### src/rtl/muldiv_pkg.sv
// Shared definitions for the multiply/divide sequencer.
//   seqState_t  : sequencer state encoding
//   OP_MULT     : op value for a signed multiply
//   OP_DIV      : op value for a signed divide
//   ITER_COUNT  : number of iteration cycles per MULT/DIV
//   CNT_W       : width of the iteration counter
package muldiv_pkg;

    typedef enum logic [1:0] {
        IDLE = 2'd0,
        MULT = 2'd1,
        DIV  = 2'd2,
        DONE = 2'd3
    } seqState_t;

    localparam logic OP_MULT    = 1'b0;
    localparam logic OP_DIV     = 1'b1;
    localparam int   ITER_COUNT = 32;
    localparam int   CNT_W      = $clog2(ITER_COUNT);

endpackage

### src/rtl/booth_step.sv
// One radix-2 Booth iteration, purely combinational.
//   accIn/accOut   : running partial product, one guard bit above WIDTH
//   mplrIn/mplrOut : multiplier, collecting low product bits as it shifts
//   qm1In/qm1Out   : Booth history bit (bit shifted out last step)
//   mcand          : signed multiplicand
// The guard bit keeps +/-multiplicand in range when the multiplicand is
// the most negative value.
module booth_step #(
    parameter int WIDTH = 32
) (
    input  logic [WIDTH:0]   accIn,
    input  logic [WIDTH-1:0] mplrIn,
    input  logic             qm1In,
    input  logic [WIDTH-1:0] mcand,
    output logic [WIDTH:0]   accOut,
    output logic [WIDTH-1:0] mplrOut,
    output logic             qm1Out
);

    logic [WIDTH:0] mcandExt;
    logic [WIDTH:0] sum;

    always_comb begin
        mcandExt = {mcand[WIDTH-1], mcand};
        unique case ({mplrIn[0], qm1In})
            2'b01:   sum = accIn + mcandExt;
            2'b10:   sum = accIn - mcandExt;
            default: sum = accIn;
        endcase
        // arithmetic shift right of the {acc, mplr, qm1} chain
        accOut  = {sum[WIDTH], sum[WIDTH:1]};
        mplrOut = {sum[0], mplrIn[WIDTH-1:1]};
        qm1Out  = mplrIn[0];
    end

endmodule

### src/rtl/muldiv_sequencer.sv
// Iterative signed 32x32 multiply / 32/32 divide sequencer.
//   clock    : system clock, rising edge
//   reset    : synchronous active-high reset
//   start    : begin an operation (only honoured in IDLE)
//   op       : 0 = signed multiply, 1 = signed divide
//   src_a    : multiplicand / dividend
//   src_b    : multiplier / divisor
//   hi, lo   : MULT -> product[63:32], product[31:0]; DIV -> remainder, quotient
//   busy     : operation in progress (state != IDLE)
//   done     : one-cycle result-valid pulse
//   div_zero : one-cycle pulse with done for a divide by zero
//
// state | meaning
// IDLE  | waiting for start
// MULT  | one Booth step per cycle, 32 cycles
// DIV   | one restoring-division step per cycle on magnitudes, 32 cycles
// DONE  | result on hi/lo, done high for this cycle
module muldiv_sequencer
    import muldiv_pkg::*;
#(
    parameter int WIDTH = 32
) (
    input  logic             clock,
    input  logic             reset,
    input  logic             start,
    input  logic             op,
    input  logic [WIDTH-1:0] src_a,
    input  logic [WIDTH-1:0] src_b,
    output logic [WIDTH-1:0] hi,
    output logic [WIDTH-1:0] lo,
    output logic             busy,
    output logic             done,
    output logic             div_zero
);

    localparam logic [CNT_W-1:0] LAST_ITER = CNT_W'(ITER_COUNT - 1);

    seqState_t        state;
    logic [CNT_W-1:0] iterCnt;
    // acc/mplr/mcand are shared: MULT uses them as Booth registers,
    // DIV as remainder / dividend-then-quotient / divisor magnitude.
    logic [WIDTH:0]   acc;
    logic [WIDTH-1:0] mplr;
    logic [WIDTH-1:0] mcand;
    logic             qm1;
    logic             negQuot;
    logic             negRem;

    logic [WIDTH:0]   boothAcc;
    logic [WIDTH-1:0] boothMplr;
    logic             boothQm1;

    logic [WIDTH:0]   divShifted;
    logic [WIDTH:0]   divDiff;
    logic [WIDTH-1:0] remNext;
    logic [WIDTH-1:0] quotNext;

    booth_step #(.WIDTH(WIDTH)) uBoothStep (
        .accIn   (acc),
        .mplrIn  (mplr),
        .qm1In   (qm1),
        .mcand   (mcand),
        .accOut  (boothAcc),
        .mplrOut (boothMplr),
        .qm1Out  (boothQm1)
    );

    // Restoring division step: shift the next dividend bit into the
    // remainder and keep the difference when it did not borrow.
    always_comb begin
        divShifted = {acc[WIDTH-1:0], mplr[WIDTH-1]};
        divDiff    = divShifted - {1'b0, mcand};
        remNext    = divDiff[WIDTH] ? divShifted[WIDTH-1:0] : divDiff[WIDTH-1:0];
        quotNext   = {mplr[WIDTH-2:0], ~divDiff[WIDTH]};
    end

    assign busy = (state != IDLE);

    always_ff @(posedge clock) begin
        if (reset) begin
            state    <= IDLE;
            hi       <= '0;
            lo       <= '0;
            done     <= 1'b0;
            div_zero <= 1'b0;
            iterCnt  <= '0;
            acc      <= '0;
            mplr     <= '0;
            mcand    <= '0;
            qm1      <= 1'b0;
            negQuot  <= 1'b0;
            negRem   <= 1'b0;
        end else begin
            done     <= 1'b0;
            div_zero <= 1'b0;
            unique case (state)
                IDLE: begin
                    if (start) begin
                        iterCnt <= '0;
                        acc     <= '0;
                        qm1     <= 1'b0;
                        if (op == OP_MULT) begin
                            mplr  <= src_b;
                            mcand <= src_a;
                            state <= MULT;
                        end else begin
                            mplr    <= src_a[WIDTH-1] ? (~src_a + WIDTH'(1)) : src_a;
                            mcand   <= src_b[WIDTH-1] ? (~src_b + WIDTH'(1)) : src_b;
                            negQuot <= src_a[WIDTH-1] ^ src_b[WIDTH-1];
                            negRem  <= src_a[WIDTH-1];
                            state   <= DIV;
                        end
                    end
                end
                MULT: begin
                    acc     <= boothAcc;
                    mplr    <= boothMplr;
                    qm1     <= boothQm1;
                    iterCnt <= iterCnt + CNT_W'(1);
                    if (iterCnt == LAST_ITER) begin
                        // product fits in 64 bits, so the guard bit is redundant here
                        hi    <= boothAcc[WIDTH-1:0];
                        lo    <= boothMplr;
                        done  <= 1'b1;
                        state <= DONE;
                    end
                end
                DIV: begin
                    if (mcand == '0) begin
                        done     <= 1'b1;
                        div_zero <= 1'b1;
                        state    <= DONE;
                    end else begin
                        acc     <= {1'b0, remNext};
                        mplr    <= quotNext;
                        iterCnt <= iterCnt + CNT_W'(1);
                        if (iterCnt == LAST_ITER) begin
                            // quotient truncates toward zero, remainder follows dividend sign
                            hi    <= negRem  ? (~remNext  + WIDTH'(1)) : remNext;
                            lo    <= negQuot ? (~quotNext + WIDTH'(1)) : quotNext;
                            done  <= 1'b1;
                            state <= DONE;
                        end
                    end
                end
                DONE: begin
                    state <= IDLE;
                end
                default: begin
                    state <= IDLE;
                end
            endcase
        end
    end

endmodule

### config.mk
export PLATFORM = sky130hd
export DESIGN_NAME = muldiv_sequencer
export DESIGN_NICKNAME = d
export VERILOG_FILES = /design/src/rtl/muldiv_pkg.sv /design/src/rtl/booth_step.sv /design/src/rtl/muldiv_sequencer.sv
export SDC_FILE = /design/constraint.sdc
export NUM_CORES = 1
export LEC_CHECK = 0
export ABC_AREA = 1
export CAP_MARGIN = 5
export CELL_PAD_IN_SITES_DETAIL_PLACEMENT = 1
export CELL_PAD_IN_SITES_GLOBAL_PLACEMENT = 2
export CORE_UTILIZATION = 29
export DETAILED_ROUTE_END_ITERATION = 6
export PLACE_DENSITY_LB_ADDON = 0.12
export SYNTH_ARGS = -nofsm -noshare
export SYNTH_HDL_FRONTEND = slang
export SYNTH_SLANG_ARGS = --single-unit
### constraint.sdc
create_clock -name clock -period 4.1 [get_ports clock]
set_input_delay 0.615 -clock clock [delete_from_list [all_inputs] [get_ports clock]]
set_output_delay 0.615 -clock clock [all_outputs]
set_load 0.02 [all_outputs]
==> out/results.ini <==
[global_routing]
grt_use_total_pct=30.8
antenna_found_initial=0
grt_pass1_vias=23500
overflow=0
grt_pass1_wl_microns=143000
grt_max_degree=86

[yosys]
ys_ff_latch=173
ys.flop_type=dfxtp_1
synth-edff-count=0
ys_seq_area_share_pct=19.5
async_reset_ff_share_pct=0
syn_area_sq_mm=0.0178
avgSynthCellArea_sq_um=5.71
synth_nets=3259
syn_inst=3114
ys.warnings.count=0
synth_cell_types=61

[layout]
syn_to_final_growth_pct=32.5
drive_gt1_share_pct=16.7
multiInputGateArea_sq_mm=0.0129
final_cells=4272
fillers=8004
nets=3622
antenna_cells=0
seqCellArea_sq_mm=0.00347
final_util_pct=38.9

[timing]
max_slew_margin_pct=19.0
report.final.slew_viol_count=0
finalWorstPathRequiredPeriod_ns=4.01
fin_crit_sh_pct=97.8
worst_slew_pin_slew_ns=1.20
rsz0062_at_grt=true
finalSetupViolCount=0
fmax_ghz=0.249
finClkSkew_ns=0.0205
hold_viol=0
hold_ws_ns=0.467

[drt]
remaining_drc_errors=0
route.detailed.vias_per_inst=5.28
wl_per_cell_microns=22.6
postRouteAntennaNets=0
drt_wl_total_microns=96600
firstDrtPassIters=5
drtIter0Drc=1037
dr_total_vias=22500

[floorplan]
rows=90
start_util_pct=29.4
die_w_microns=250
die_area_sq_mm=0.0623
core_sq_mm=0.0605
io_pins=135
fp.dieH_microns=250

[setup_path]
r2r_cells=27
crit_fanout=4
critPathCaptureType=flip-flop
cp.arrival_ns=4.40
start_kind=flip-flop
crit_path_start=mcand[1]
crit_type=flip-flop to flip-flop
worstPathRequired_ns=4.49
reg2reg_to=hi[30]
rrSetupSlack_ns=0.09
timing.rr.start=mcand[1]
worstSetupEndpoint=hi[30]

[clock_network]
numCtsBuffers=17
clock_path_buffers=2
clock_latency_ns=0.51
path_clk_slew_ns=0.09
cts_root_buf=clkbuf_16
clkSinkCount=173
cts_tree=built
htreeDepth=4

[placed_design]
place_inst=4214
io_buffers=134
gp_congestion=0.914
dp_hpwl_microns=78800

[power_and_ir_drop]
combPwrFrac_pct=56.3
clkPwrFrac_pct=21.5
sw_frac_of_total_pct=49.4
p_per_area_mw_per_mm2=358
p_int_w=0.00426
p_leak_nw=11.3
p_switching_w=0.00416
ir_drop_mv=0.366
power_frac_seq_pct=22.2

[flow_run]
max-cap-violations=0

[status]
outcome=finished clean

[worst_hold_path]
hp-class=flip-flop to flip-flop

## layer usage
layer	part of all wire, %	vias to the layer above	global-route usage, %
li1	-	10900	-
met1	40	11000	34.7
met2	50	448	56.0
met3	2.5	187	2.66
met4	6.7	0	18.7
met5	0	-	0
## worst max-delay path: stages (launching register included)
cell      delay, ns
dfxtp_2        0.33
inv_2          0.06
buf_6          0.11
ha_4           0.14
nand2_4        0.05
nor2_4         0.11
nand3_2        0.12
nor3_4         0.27
nand3b_4       0.14
nor2_4         0.15
nand3_2        0.11
nor2_4         0.13
nand2_2        0.08
nor2_4         0.16
nor2_2         0.06
xor2_1         0.14
ha_1           0.35
buf_6          0.13
nand2_4        0.06
buf_4          0.14
nor4_4         0.25
nand3_1        0.15
nand2_1        0.09
nand2_1        0.06
nand3_2        0.10
nand3_2        0.12
nand4_1        0.18
a21oi_1        0.07
## logic make-up (layout without fill, tap and decap cells)
family                     after synthesis  in the layout  share of synthesized area [%]
DFF                                    173            173                           19.5
xor gates and xnor gates                86             86                           4.24
and+or+nand+nor                       1547           1547                           36.6
buffers and inverters                  568            944                           12.5
adders and majority gates               77             77                           5.51
AOI/OAI and AO/OA                      663            663                           21.7
## final cells by class
| class | count | share of cell area (%) |
|---|---|---|
| multi-input cells | 2373 | 54.6 |
| repair buffers | 475 | 16.8 |
| flip-flops and latches | 173 | 14.7 |
| inverters | 437 | 6.97 |
| well taps | 782 | 4.16 |
| clock buffers | 17 | 1.81 |
| clock inverters | 15 | 0.861 |
## through the flow
stage | TNS, ns | cell area, sq um | worst slack [ns] | power [W]
3_5_place_dp | -2.60 | 21900 | -0.276 | 0.00629
4_1_cts | 0 | 22800 | 0.00124 | 0.00819
2_1_floorplan | 0 | 17800 | 0.143 | 0.00423
3_3_place_gp | -0.665 | 21900 | -0.116 | 0.00623
6_report | 0 | 23500 | 0.0885 | 0.00843
5_1_grt | -2.00 | 23500 | -0.197 | 0.00892
## state kept, by name (all words and copies together) (netlist names), 2 cells and up
name	cells
mplr	32
state	2
mcand	32
acc	33
iterCnt	5
lo	32
hi	32
## synthesized netlist by cell type, drive strengths merged, types with 42 or more instances
library cell | n | area [sq um]
o211ai | 42 | 320
nand4 | 45 | 282
xor2 | 66 | 578
clkbuf | 96 | 360
dfxtp | 173 | 3460
o21ai | 241 | 1220
ha | 75 | 938
nand2 | 930 | 3540
a21oi | 214 | 1080
nor2 | 292 | 1130
inv | 431 | 1620
nand3 | 188 | 968
## power by group through the flow
stage / clock, W / combinational, W / sequential (W)
after floorplan: 0 / 0.00236 / 0.00187
after global placement: 0 / 0.00432 / 0.00191
after detailed placement: 0 / 0.00438 / 0.00191
after CTS: 0.00185 / 0.00446 / 0.00187
after global routing: 0.00191 / 0.00513 / 0.00188
final: 0.00181 / 0.00474 / 0.00187
## worst min-delay path by stage
stage                     cells after the start  slack, ns       end      from
after floorplan                               2       0.45  mcand[5]  mcand[5]
after global routing                          2       0.49    hi[30]    hi[30]
after global placement                        2       0.46    hi[25]    hi[25]
after CTS                                     2       0.47    hi[29]    hi[29]
final                                         2       0.47    hi[29]    hi[29]
after detailed placement                      2       0.46    hi[29]    hi[29]
## layout by cell type (no fill, tap or decap), types with 63 or more instances in the layout
master,n
ha_1,65
dfxtp_1,167
nand3_1,172
clkdlybuf4s50_1,132
nor2_1,268
inv_1,414
xor2_1,63
buf_4,334
o21ai_0,183
nand2_1,891
a21oi_1,187
## timing repair
action	4_1_cts	5_1_grt
setup endpoints to repair	29	55
gates cloned	0	0
resized for setup	50	176
pin swaps	13	71
hold buffers	0	0
setup buffers	9	18
Note: power is estimated with default switching activity, not from simulation.
